$ cat src/rtl/thrsched_ctl_if.sv
// thrsched_ctl_if: bundle between the IFU thread-select stage and the thread
// scheduler/controller.
//   Requests toward the scheduler: thr_en, wait-mask set/clear strobes
//   (imiss, other, stb), speculative wake/complete/kill, switch_req, stallreq.
//   Results from the scheduler: registered wait masks, per-thread one-hot
//   FSM states, one-hot running thread, its valid, and completion pulses.
// The scheduler attaches through the slave modport; the stage driving it
// (or a testbench) uses master.
interface thrsched_ctl_if;
  logic [3:0] thr_en;
  logic [3:0] wm_imiss_set;
  logic [3:0] wm_imiss_clr;
  logic [3:0] wm_other_set;
  logic [3:0] wm_other_clr;
  logic [3:0] wm_stb_set;
  logic [3:0] wm_stb_clr;
  logic [3:0] spec_wake;
  logic [3:0] spec_cmpl;
  logic [3:0] spec_kill;
  logic       switch_req;
  logic       stallreq;

  logic [3:0] wm_imiss;
  logic [3:0] wm_other;
  logic [3:0] wm_stbwait;
  logic [4:0] thr_state0;
  logic [4:0] thr_state1;
  logic [4:0] thr_state2;
  logic [4:0] thr_state3;
  logic [3:0] thr_sel;
  logic       thr_sel_vld;
  logic [3:0] completion;

  modport master (
    output thr_en, wm_imiss_set, wm_imiss_clr, wm_other_set, wm_other_clr,
           wm_stb_set, wm_stb_clr, spec_wake, spec_cmpl, spec_kill,
           switch_req, stallreq,
    input  wm_imiss, wm_other, wm_stbwait, thr_state0, thr_state1,
           thr_state2, thr_state3, thr_sel, thr_sel_vld, completion
  );

  modport slave (
    input  thr_en, wm_imiss_set, wm_imiss_clr, wm_other_set, wm_other_clr,
           wm_stb_set, wm_stb_clr, spec_wake, spec_cmpl, spec_kill,
           switch_req, stallreq,
    output wm_imiss, wm_other, wm_stbwait, thr_state0, thr_state1,
           thr_state2, thr_state3, thr_sel, thr_sel_vld, completion
  );
endinterface

$ cat src/rtl/thrsched_ctl.sv
// thrsched_ctl: four-thread scheduler for the IFU thread-select stage.
// Owns the per-thread wait masks (imiss, other, stbwait) and the one-hot
// five-state per-thread FSM (WAIT/RDY/SPEC_RDY/RUN/SPEC_RUN), and picks at
// most one thread per cycle to run, round-robin, preferring non-speculative
// ready threads over speculatively woken ones.
// Ports:
//   clk  - core clock, all state on posedge
//   rst  - synchronous active-high reset
//   bus  - thrsched_ctl_if.slave: requests in, registered masks/states/
//          selection/completion out
module thrsched_ctl (
  input  logic                 clk,
  input  logic                 rst,
  thrsched_ctl_if.slave        bus
);

  typedef enum logic [4:0] {
    ST_WAIT     = 5'b00001,
    ST_RDY      = 5'b00010,
    ST_SPEC_RDY = 5'b00100,
    ST_RUN      = 5'b01000,
    ST_SPEC_RUN = 5'b10000
  } state_e;

  function automatic logic is_spec(state_e s);
    return (s == ST_SPEC_RDY) || (s == ST_SPEC_RUN);
  endfunction

  function automatic logic is_run(state_e s);
    return (s == ST_RUN) || (s == ST_SPEC_RUN);
  endfunction

  logic [3:0] imiss_q, imiss_d;
  logic [3:0] other_q, other_d;
  logic [3:0] stb_q,   stb_d;
  logic [3:0] comp_q,  comp_d;
  logic [3:0] sel_q,   sel_d;
  logic [1:0] last_q,  last_d;
  state_e     state_q [4];
  state_e     state_d [4];

  // Post wait-mask / speculation state, before the selection result
  state_e     st_m [4];

  logic [3:0] imiss_n, other_n, stb_n, set_pend;
  logic [3:0] wake_ok, kill_ok;

  logic       run_any, keep, found;
  logic [1:0] run_idx, pick, idx;
  logic [3:0] cand_rdy, cand_spec;

  // Wait masks and FSM rules that do not depend on selection
  always_comb begin
    imiss_n  = (imiss_q & ~bus.wm_imiss_clr) | bus.wm_imiss_set;
    other_n  = (other_q & ~bus.wm_other_clr) | bus.wm_other_set;
    stb_n    = (stb_q   & ~bus.wm_stb_clr)   | bus.wm_stb_set;
    set_pend = bus.wm_imiss_set | bus.wm_other_set | bus.wm_stb_set;
    wake_ok  = '0;
    kill_ok  = '0;
    comp_d   = '0;
    for (int unsigned i = 0; i < 4; i++) begin
      st_m[i] = state_q[i];
      // A valid speculative wake consumes the only pending bit (other), so
      // it is tested ahead of the any-bit-set check that would force WAIT.
      wake_ok[i] = bus.spec_wake[i] && (state_q[i] == ST_WAIT) &&
                   other_n[i] && !imiss_n[i] && !stb_n[i] && !set_pend[i];
      if (wake_ok[i]) begin
        st_m[i] = ST_SPEC_RDY;
      end else if (imiss_n[i] || other_n[i] || stb_n[i]) begin
        st_m[i] = ST_WAIT;
      end else if (bus.spec_kill[i] && is_spec(state_q[i])) begin
        st_m[i]    = ST_WAIT;
        kill_ok[i] = 1'b1;
      end else if (state_q[i] == ST_WAIT) begin
        st_m[i]   = ST_RDY;
        comp_d[i] = 1'b1;
      end else if (bus.spec_cmpl[i] && is_spec(state_q[i])) begin
        st_m[i]   = (state_q[i] == ST_SPEC_RDY) ? ST_RDY : ST_RUN;
        comp_d[i] = 1'b1;
      end
    end
    imiss_d = imiss_n;
    other_d = (other_n & ~wake_ok) | kill_ok;
    stb_d   = stb_n;
  end

  // Round-robin selection over the post-rule states
  always_comb begin
    run_any = 1'b0;
    run_idx = '0;
    for (int unsigned i = 0; i < 4; i++) begin
      if (is_run(st_m[i])) begin
        run_any = 1'b1;
        run_idx = 2'(i);
      end
      // The running thread competes as its ready counterpart, which is why
      // the scan order ends on last itself.
      cand_rdy[i]  = bus.thr_en[i] && ((st_m[i] == ST_RDY) || (st_m[i] == ST_RUN));
      cand_spec[i] = bus.thr_en[i] && is_spec(st_m[i]);
    end
    keep = run_any && bus.thr_en[run_idx] && !bus.switch_req;

    found = 1'b0;
    pick  = last_q;
    idx   = last_q;
    for (int unsigned k = 1; k <= 4; k++) begin
      idx = last_q + 2'(k);
      if (!found && cand_rdy[idx]) begin
        found = 1'b1;
        pick  = idx;
      end
    end
    for (int unsigned k = 1; k <= 4; k++) begin
      idx = last_q + 2'(k);
      if (!found && cand_spec[idx]) begin
        found = 1'b1;
        pick  = idx;
      end
    end

    last_d = last_q;
    for (int unsigned i = 0; i < 4; i++) begin
      state_d[i] = st_m[i];
    end
    if (!bus.stallreq && !keep) begin
      for (int unsigned i = 0; i < 4; i++) begin
        if (st_m[i] == ST_RUN) begin
          state_d[i] = ST_RDY;
        end else if (st_m[i] == ST_SPEC_RUN) begin
          state_d[i] = ST_SPEC_RDY;
        end
      end
      if (found) begin
        state_d[pick] = cand_rdy[pick] ? ST_RUN : ST_SPEC_RUN;
        last_d        = pick;
      end
    end

    for (int unsigned i = 0; i < 4; i++) begin
      sel_d[i] = is_run(state_d[i]);
    end
  end

  always_ff @(posedge clk) begin
    if (rst) begin
      imiss_q <= '0;
      other_q <= '0;
      stb_q   <= '0;
      comp_q  <= '0;
      sel_q   <= '0;
      last_q  <= 2'd3;
      for (int unsigned i = 0; i < 4; i++) begin
        state_q[i] <= ST_RDY;
      end
    end else begin
      imiss_q <= imiss_d;
      other_q <= other_d;
      stb_q   <= stb_d;
      comp_q  <= comp_d;
      sel_q   <= sel_d;
      last_q  <= last_d;
      for (int unsigned i = 0; i < 4; i++) begin
        state_q[i] <= state_d[i];
      end
    end
  end

  assign bus.wm_imiss    = imiss_q;
  assign bus.wm_other    = other_q;
  assign bus.wm_stbwait  = stb_q;
  assign bus.thr_state0  = state_q[0];
  assign bus.thr_state1  = state_q[1];
  assign bus.thr_state2  = state_q[2];
  assign bus.thr_state3  = state_q[3];
  assign bus.thr_sel     = sel_q;
  assign bus.thr_sel_vld = |sel_q;
  assign bus.completion  = comp_q;

endmodule
$ cat src/flat_wrapper.sv
// flat-port wrapper written by rule: the top's interface ports become plain ports
module thrsched_ctl_flat 
  (clk, rst, bus_thr_en, bus_wm_imiss_set, bus_wm_imiss_clr, bus_wm_other_set, bus_wm_other_clr, bus_wm_stb_set, bus_wm_stb_clr, bus_spec_wake, bus_spec_cmpl, bus_spec_kill, bus_switch_req, bus_stallreq, bus_wm_imiss, bus_wm_other, bus_wm_stbwait, bus_thr_state0, bus_thr_state1, bus_thr_state2, bus_thr_state3, bus_thr_sel, bus_thr_sel_vld, bus_completion);
  thrsched_ctl_if bus_i ();
  input  logic clk;
  input  logic rst;
  input wire logic [$bits(bus_i.thr_en)-1:0] bus_thr_en;
  input wire logic [$bits(bus_i.wm_imiss_set)-1:0] bus_wm_imiss_set;
  input wire logic [$bits(bus_i.wm_imiss_clr)-1:0] bus_wm_imiss_clr;
  input wire logic [$bits(bus_i.wm_other_set)-1:0] bus_wm_other_set;
  input wire logic [$bits(bus_i.wm_other_clr)-1:0] bus_wm_other_clr;
  input wire logic [$bits(bus_i.wm_stb_set)-1:0] bus_wm_stb_set;
  input wire logic [$bits(bus_i.wm_stb_clr)-1:0] bus_wm_stb_clr;
  input wire logic [$bits(bus_i.spec_wake)-1:0] bus_spec_wake;
  input wire logic [$bits(bus_i.spec_cmpl)-1:0] bus_spec_cmpl;
  input wire logic [$bits(bus_i.spec_kill)-1:0] bus_spec_kill;
  input wire logic [$bits(bus_i.switch_req)-1:0] bus_switch_req;
  input wire logic [$bits(bus_i.stallreq)-1:0] bus_stallreq;
  output wire logic [$bits(bus_i.wm_imiss)-1:0] bus_wm_imiss;
  output wire logic [$bits(bus_i.wm_other)-1:0] bus_wm_other;
  output wire logic [$bits(bus_i.wm_stbwait)-1:0] bus_wm_stbwait;
  output wire logic [$bits(bus_i.thr_state0)-1:0] bus_thr_state0;
  output wire logic [$bits(bus_i.thr_state1)-1:0] bus_thr_state1;
  output wire logic [$bits(bus_i.thr_state2)-1:0] bus_thr_state2;
  output wire logic [$bits(bus_i.thr_state3)-1:0] bus_thr_state3;
  output wire logic [$bits(bus_i.thr_sel)-1:0] bus_thr_sel;
  output wire logic [$bits(bus_i.thr_sel_vld)-1:0] bus_thr_sel_vld;
  output wire logic [$bits(bus_i.completion)-1:0] bus_completion;
  assign bus_i.thr_en = bus_thr_en;
  assign bus_i.wm_imiss_set = bus_wm_imiss_set;
  assign bus_i.wm_imiss_clr = bus_wm_imiss_clr;
  assign bus_i.wm_other_set = bus_wm_other_set;
  assign bus_i.wm_other_clr = bus_wm_other_clr;
  assign bus_i.wm_stb_set = bus_wm_stb_set;
  assign bus_i.wm_stb_clr = bus_wm_stb_clr;
  assign bus_i.spec_wake = bus_spec_wake;
  assign bus_i.spec_cmpl = bus_spec_cmpl;
  assign bus_i.spec_kill = bus_spec_kill;
  assign bus_i.switch_req = bus_switch_req;
  assign bus_i.stallreq = bus_stallreq;
  assign bus_wm_imiss = bus_i.wm_imiss;
  assign bus_wm_other = bus_i.wm_other;
  assign bus_wm_stbwait = bus_i.wm_stbwait;
  assign bus_thr_state0 = bus_i.thr_state0;
  assign bus_thr_state1 = bus_i.thr_state1;
  assign bus_thr_state2 = bus_i.thr_state2;
  assign bus_thr_state3 = bus_i.thr_state3;
  assign bus_thr_sel = bus_i.thr_sel;
  assign bus_thr_sel_vld = bus_i.thr_sel_vld;
  assign bus_completion = bus_i.completion;
  thrsched_ctl u_core (.clk(clk), .rst(rst), .bus(bus_i));
endmodule
$ cat config.mk
export PLATFORM = sky130hd
export DESIGN_NAME = thrsched_ctl_flat
export DESIGN_NICKNAME = d
export VERILOG_FILES = /design/src/rtl/thrsched_ctl_if.sv /design/src/rtl/thrsched_ctl.sv /design/src/flat_wrapper.sv
export SDC_FILE = /design/constraint.sdc
export NUM_CORES = 1
export LEC_CHECK = 0
export CAP_MARGIN = 20
export CORE_ASPECT_RATIO = 0.75
export CORE_MARGIN = 10
export CORE_UTILIZATION = 39
export CTS_CLUSTER_SIZE = 12
export DETAILED_ROUTE_END_ITERATION = 6
export PLACE_DENSITY = 0.75
export SLEW_MARGIN = 15
export SYNTH_ARGS = -nofsm -noshare
export SYNTH_HDL_FRONTEND = slang
export SYNTH_SLANG_ARGS = --single-unit
$ cat constraint.sdc
create_clock -name clk -period 4.47 [get_ports clk]
set_input_delay 0.894 -clock clk [delete_from_list [all_inputs] [get_ports clk]]
set_output_delay 0.894 -clock clk [all_outputs]
set_load 0.1 [all_outputs]
=== After elaboration in Yosys (flattened, before gate mapping) ===
Memory sizes are Yosys's and may differ from the RTL's.
Cells that the tools add are included.

* Bits in registers: 22
* Memory bits (writable): 20
* Word-level logic and storage cells: 291
* Memories: 1

{| class="wikitable"
|+ Memory list
! name !! depth !! bits a word !! read ports !! clocked after memory_dff !! write ports !! line !! source
|-
| u_core.state_q || 4 || 5 || 4 || 0 || 4 || thrsched_ctl.sv:39 || <nowiki>state_e state_q [4];</nowiki>
|}

* Add/sub/neg operators: 3
* Order comparisons: 8
* Eq/ne operators: 36
* Mux-type cells: 112
* Bitwise gates (word level): 19
* Reductions and logical operators: 103

{| class="wikitable"
|+ Operators by type and width
! cell !! number
|-
| two-way mux 5 bit || 38
|-
| == test 5 bit (second input constant) || 12
|-
| logical AND 1 bit || 47
|-
| two-way mux 1 bit || 46
|-
| == test 5 x 3 -> 1 bit (second input constant) || 8
|-
| == test 5 x 4 -> 1 bit (second input constant) || 8
|-
| two-way mux 20 bit || 2
|-
| logical OR 1 bit || 28
|-
| OR 4 bit || 6
|-
| zero test 1 bit || 22
|-
| binary-select mux 1 bit (select 2 bit) || 10
|-
| bitwise mux 20 bit || 1
|-
| == test 5 x 1 -> 1 bit (second input constant) || 4
|-
| == test 5 x 2 -> 1 bit (second input constant) || 4
|-
| two-way mux 2 bit || 10
|-
| OR reduction 4 bit || 5
|-
| < comparator 2 x 3 -> 1 bit (second input constant) || 6
|-
| bitwise AND 4 bit || 4
|-
| two-way mux 4 bit || 4
|-
| NOT 4 bit || 4
|-
| demux 5 bit (select 2 bit) || 1
|-
| adder 2 bit (second input constant) || 2
|-
| OR 1 bit || 4
|-
| greater-or-equal comparator 3 bit (second input constant) || 1
|-
| other kinds (4) || 4
|}

=== Logic depth before layout (Yosys ltp) ===
An unclocked memory read counts as a cell.

* Depth after elaboration: 46
* Gate-level depth with buffers: 14

=== Worst setup path after synthesis ===
No wires, ideal clock.

* Kind: reg-to-reg
* From: mem u_core.state_q[0][4] (netlist bit)
* To: reg u_core.sel_q[3], in the netlist u_core.bus.thr_sel[3]
* Library setup time: 0.086 ns
* Data arrival time: 4.305 ns
* Slack: 0.079 ns
* Stages on the path, launching flop included: 14
* Path buffers: 2
* Cells stage by stage: dfxtp_1 -> buf_2 -> xor2_1 -> a311oi_1 -> nand2_1 -> buf_2 -> or4b_1 -> a211oi_1 -> nor2_1 -> a211oi_2 -> nor4_4 -> nor4b_4 -> o211ai_2 -> a221oi_2

{| class="wikitable"
|+ RTL lines
! item !! line !! source
|-
| from (decl) || thrsched_ctl.sv:39 ||
|-
| to (signal assigned) || thrsched_ctl.sv:160 || <nowiki>sel_q <= sel_d;</nowiki>
|-
| to (decl) || thrsched_ctl.sv:37 || <nowiki>logic [3:0] sel_q, sel_d;</nowiki>
|}

==> impl_metrics.env <==
export IMPL_n_fill_cell=832
export IMPL_fp_dieArea_um2=13650
export IMPL_cts_sinks=42
export IMPL_slew_viol_final=0
export IMPL_gp_congestion=0.9748
export IMPL_clk_latency_ns=0.29
export IMPL_core_um2=9084
export IMPL_portBuffers=84
export IMPL_critPathCaptureType="flip-flop"
export IMPL_postLayoutCellArea_um2=5425
export IMPL_antenna_found_initial=0
export IMPL_irDropWorstVdd_mv=0.1999
export IMPL_post_route_util=0.5972
export IMPL_drcViolationCount=0
export IMPL_htree_levels=2
export IMPL_synth_ff_type="dfxtp_1"
export IMPL_yosysTopAreaCellShare=0.2308
export IMPL_power_share_clock=0.339
export IMPL_yosys_warnings=0
export IMPL_rows=30
export IMPL_initial_core_util=0.4011
export IMPL_comb_power_share=0.302
export IMPL_root_buffer="clkbuf_16"
export IMPL_cp_max_fo=7
export IMPL_ys_top_cells_by_count="dfxtp_1 (42), nor2_1 (36), a21oi_1 (34)"
export IMPL_grt_ovfl_total=0
export IMPL_tns_ns=0
export IMPL_synth_most_common_cell="dfxtp_1"
export IMPL_finalCriticalPeriod_ns=4.328
export IMPL_power_w=0.001133
export IMPL_synth_cells=465
export IMPL_crit_path_max_incr_delay_ns=0.57
export IMPL_antenna_cells=0
export IMPL_pwr_share_seq=0.359
export IMPL_worstMarginPinSlew_ns=1.001
export IMPL_drt_initial_drc_count=362
export IMPL_yosysUniqueCellTypes=84
export IMPL_final_nets=658
export IMPL_fin_crit_sh=0.9683
export IMPL_yosysSeqAreaShare=0.2308
export IMPL_fin_skew_ns=0.009323
export IMPL_syn_to_final_growth_pct=48.90
export IMPL_tritoncts="built"
export IMPL_synth_nets=509
export IMPL_drv_cap=0
export IMPL_grt_pass1_wl_um=20780
export IMPL_power_leakage_nw=2.074
export IMPL_path_cells="clkdlybuf4s50_1, nor2b_2, nor2_1, a31o_2, or4b_4, a211o_1, and4_1, a211oi_2, buf_4, nor4_4, nor4b_4, buf_4, nor4b_4, a31o_2"
export IMPL_arrival_ns=4.51
export IMPL_async_reset_ff_frac=0
export IMPL_syn_mean_instance_area_um2=7.835
export IMPL_cts_buffers_inserted=5
export IMPL_synth_edf_count=0
export IMPL_power_density_nw_per_um2=208.8
export IMPL_drtAntennaViolNets=0
export IMPL_p_sw_frac=0.3402
export IMPL_pin_count=85
export IMPL_hold_violations=0
export IMPL_outcome="complete, no violations"
export IMPL_max_slew_margin=0.3304
export IMPL_synth_largest_area_cell="dfxtp_1"
export IMPL_slowest_stage="nor4b_4"
export IMPL_dp_hpwl_um=9821
export IMPL_die_y_um=103.7
export IMPL_hp_class="reg2reg"
export IMPL_switching_power_w=0.0003853
export IMPL_syn_cell_area_um2=3643
export IMPL_die_w_um=131.6
export IMPL_criticalPathCategory="in2reg"
export IMPL_clk_pin_slew_worst_paths_ns=0.06
export IMPL_synthTopCellsByArea="dfxtp_1 (23%), a21oi_1 (4.7%), nor2_1 (3.7%)"
export IMPL_finalSetupViolations=0
export IMPL_num_vias=4443
export IMPL_placed_area_um2=5084
export IMPL_routed_via_density=5.980
export IMPL_grt_pass1_vias=4115
export IMPL_worst_setup_path_start_kind="input pin"
export IMPL_ys_seq_elements=42
export IMPL_cts_buffer_depth=2
export IMPL_grt_max_degree=29
export IMPL_drt_pass1_iterations=5
export IMPL_required_ns=4.65
export IMPL_drive_above_1_share=0.2211
export IMPL_timing_fmax_mhz=231.0
export IMPL_routedWlPerCell_um=17.41
export IMPL_grt_total_usage=0.1753
export IMPL_cts_hold_buf=0
export IMPL_drt_wl_total_um=12940
export IMPL_internal_power_w=0.0007474
-- metal layers --
metal  vias to the layer above  part of all wire  GRT usage
met5                         -                 0          0
met4                         0             0.012    0.04358
met3                        13             0.066    0.03620
met2                       188              0.42     0.2554
met1                      2126              0.50     0.2539
li1                       2116                 -          -
-- metrics by stage --
stage	setup slack [ns]	hold WS (ns)	cells
floorplan	0.07898	0.8728	465
CTS	0.05912	0.5371	734
detailed placement	-0.2845	0.5194	726
finish	0.1417	0.5339	743
global route	-0.02671	0.5574	743
global placement	-0.2883	0.4911	726
-- cells by family after synthesis --
logic type,after synthesis,share of synthesized area
AND/OR/NAND/NOR,204,0.3462
AO/OA/AOI/OAI,160,0.3283
buffers and inverters,43,0.05048
flip-flops,42,0.2308
XOR/XNOR,9,0.02164
multiplexers,7,0.02267
-- final timing paths --
path                                    to  cells after the start  slack [ns]                      from
hold reg to reg   u_core.bus.wm_stbwait[2]                      2        0.53  u_core.bus.wm_stbwait[2]
hold / removal    u_core.bus.wm_stbwait[2]                      2        0.53  u_core.bus.wm_stbwait[2]
setup reg to reg      u_core.state_q[0][4]                     12        0.27      u_core.state_q[0][8]
setup / recovery      u_core.state_q[0][8]                     14        0.14       bus_wm_other_clr[0]
-- power groups by stage --
stage	clock, W	combinational [W]	sequential [W]
2_1_floorplan	0	0.000111	0.000498
3_3_place_gp	0	0.000322	0.000412
5_1_grt	0.000404	0.000363	0.000408
6_report	0.000384	0.000342	0.000406
3_5_place_dp	0	0.000326	0.000413
4_1_cts	0.000393	0.000328	0.000404
-- worst max-delay path: cells and delay by family --
kind | cells | cell delay (ns)
compound gates | 4 | 1.12
buf+inv | 3 | 0.82
simple gates | 7 | 1.67
-- cells in the final DEF, fill, tap and decap left out, types with 5 or more instances in the layout --
master           count
a211o_1              6
a211oi_1             5
a21o_1               8
a21oi_1             34
a31o_2               5
and2_1               8
and3_1               6
buf_4               83
clkbuf_16            5
clkdlybuf4s50_1     84
dfxtp_1             42
inv_1               18
mux2i_1              6
nand2_1             28
nand2b_1             9
nand3_1             11
nand3b_1             5
nand4_1              9
nor2_1              36
nor2b_1             12
nor3_1              17
nor4_1               7
o211ai_1             7
o21a_1               8
o21ai_0             18
o31ai_1              6
or3_1                5
or4_1               11
xor2_1               6
-- repair_timing --
| item | CTS | global route |
|---|---|---|
| pin swaps | 0 | 12 |
| setup endpoints to repair | 2 | 22 |
| hold endpoints to repair | 0 | 0 |
| gates resized for setup | 1 | 23 |
| buffers inserted | 0 | 9 |
-- cell type report --
class	instances	area, um2	area share
Timing Repair Buffer	167	1464	0.2698
Inverter	18	67.56	0.01245
Multi-Input combinational cell	380	2741	0.5053
Clock buffer	7	142.6	0.02629
Clock inverter	1	8.758	0.001614
Tap cell	128	160.2	0.02952
Sequential cell	42	840.8	0.1550
-- registers in the layout, summed over array words and instances (netlist names) --
name / count
u_core.bus.completion: 4
u_core.last_q: 2
u_core.bus.thr_sel: 4
u_core.bus.wm_stbwait: 4
u_core.state_q: 20
u_core.bus.wm_other: 4
u_core.bus.wm_imiss: 4
No activity file was read; power rests on OpenSTA's default activity.
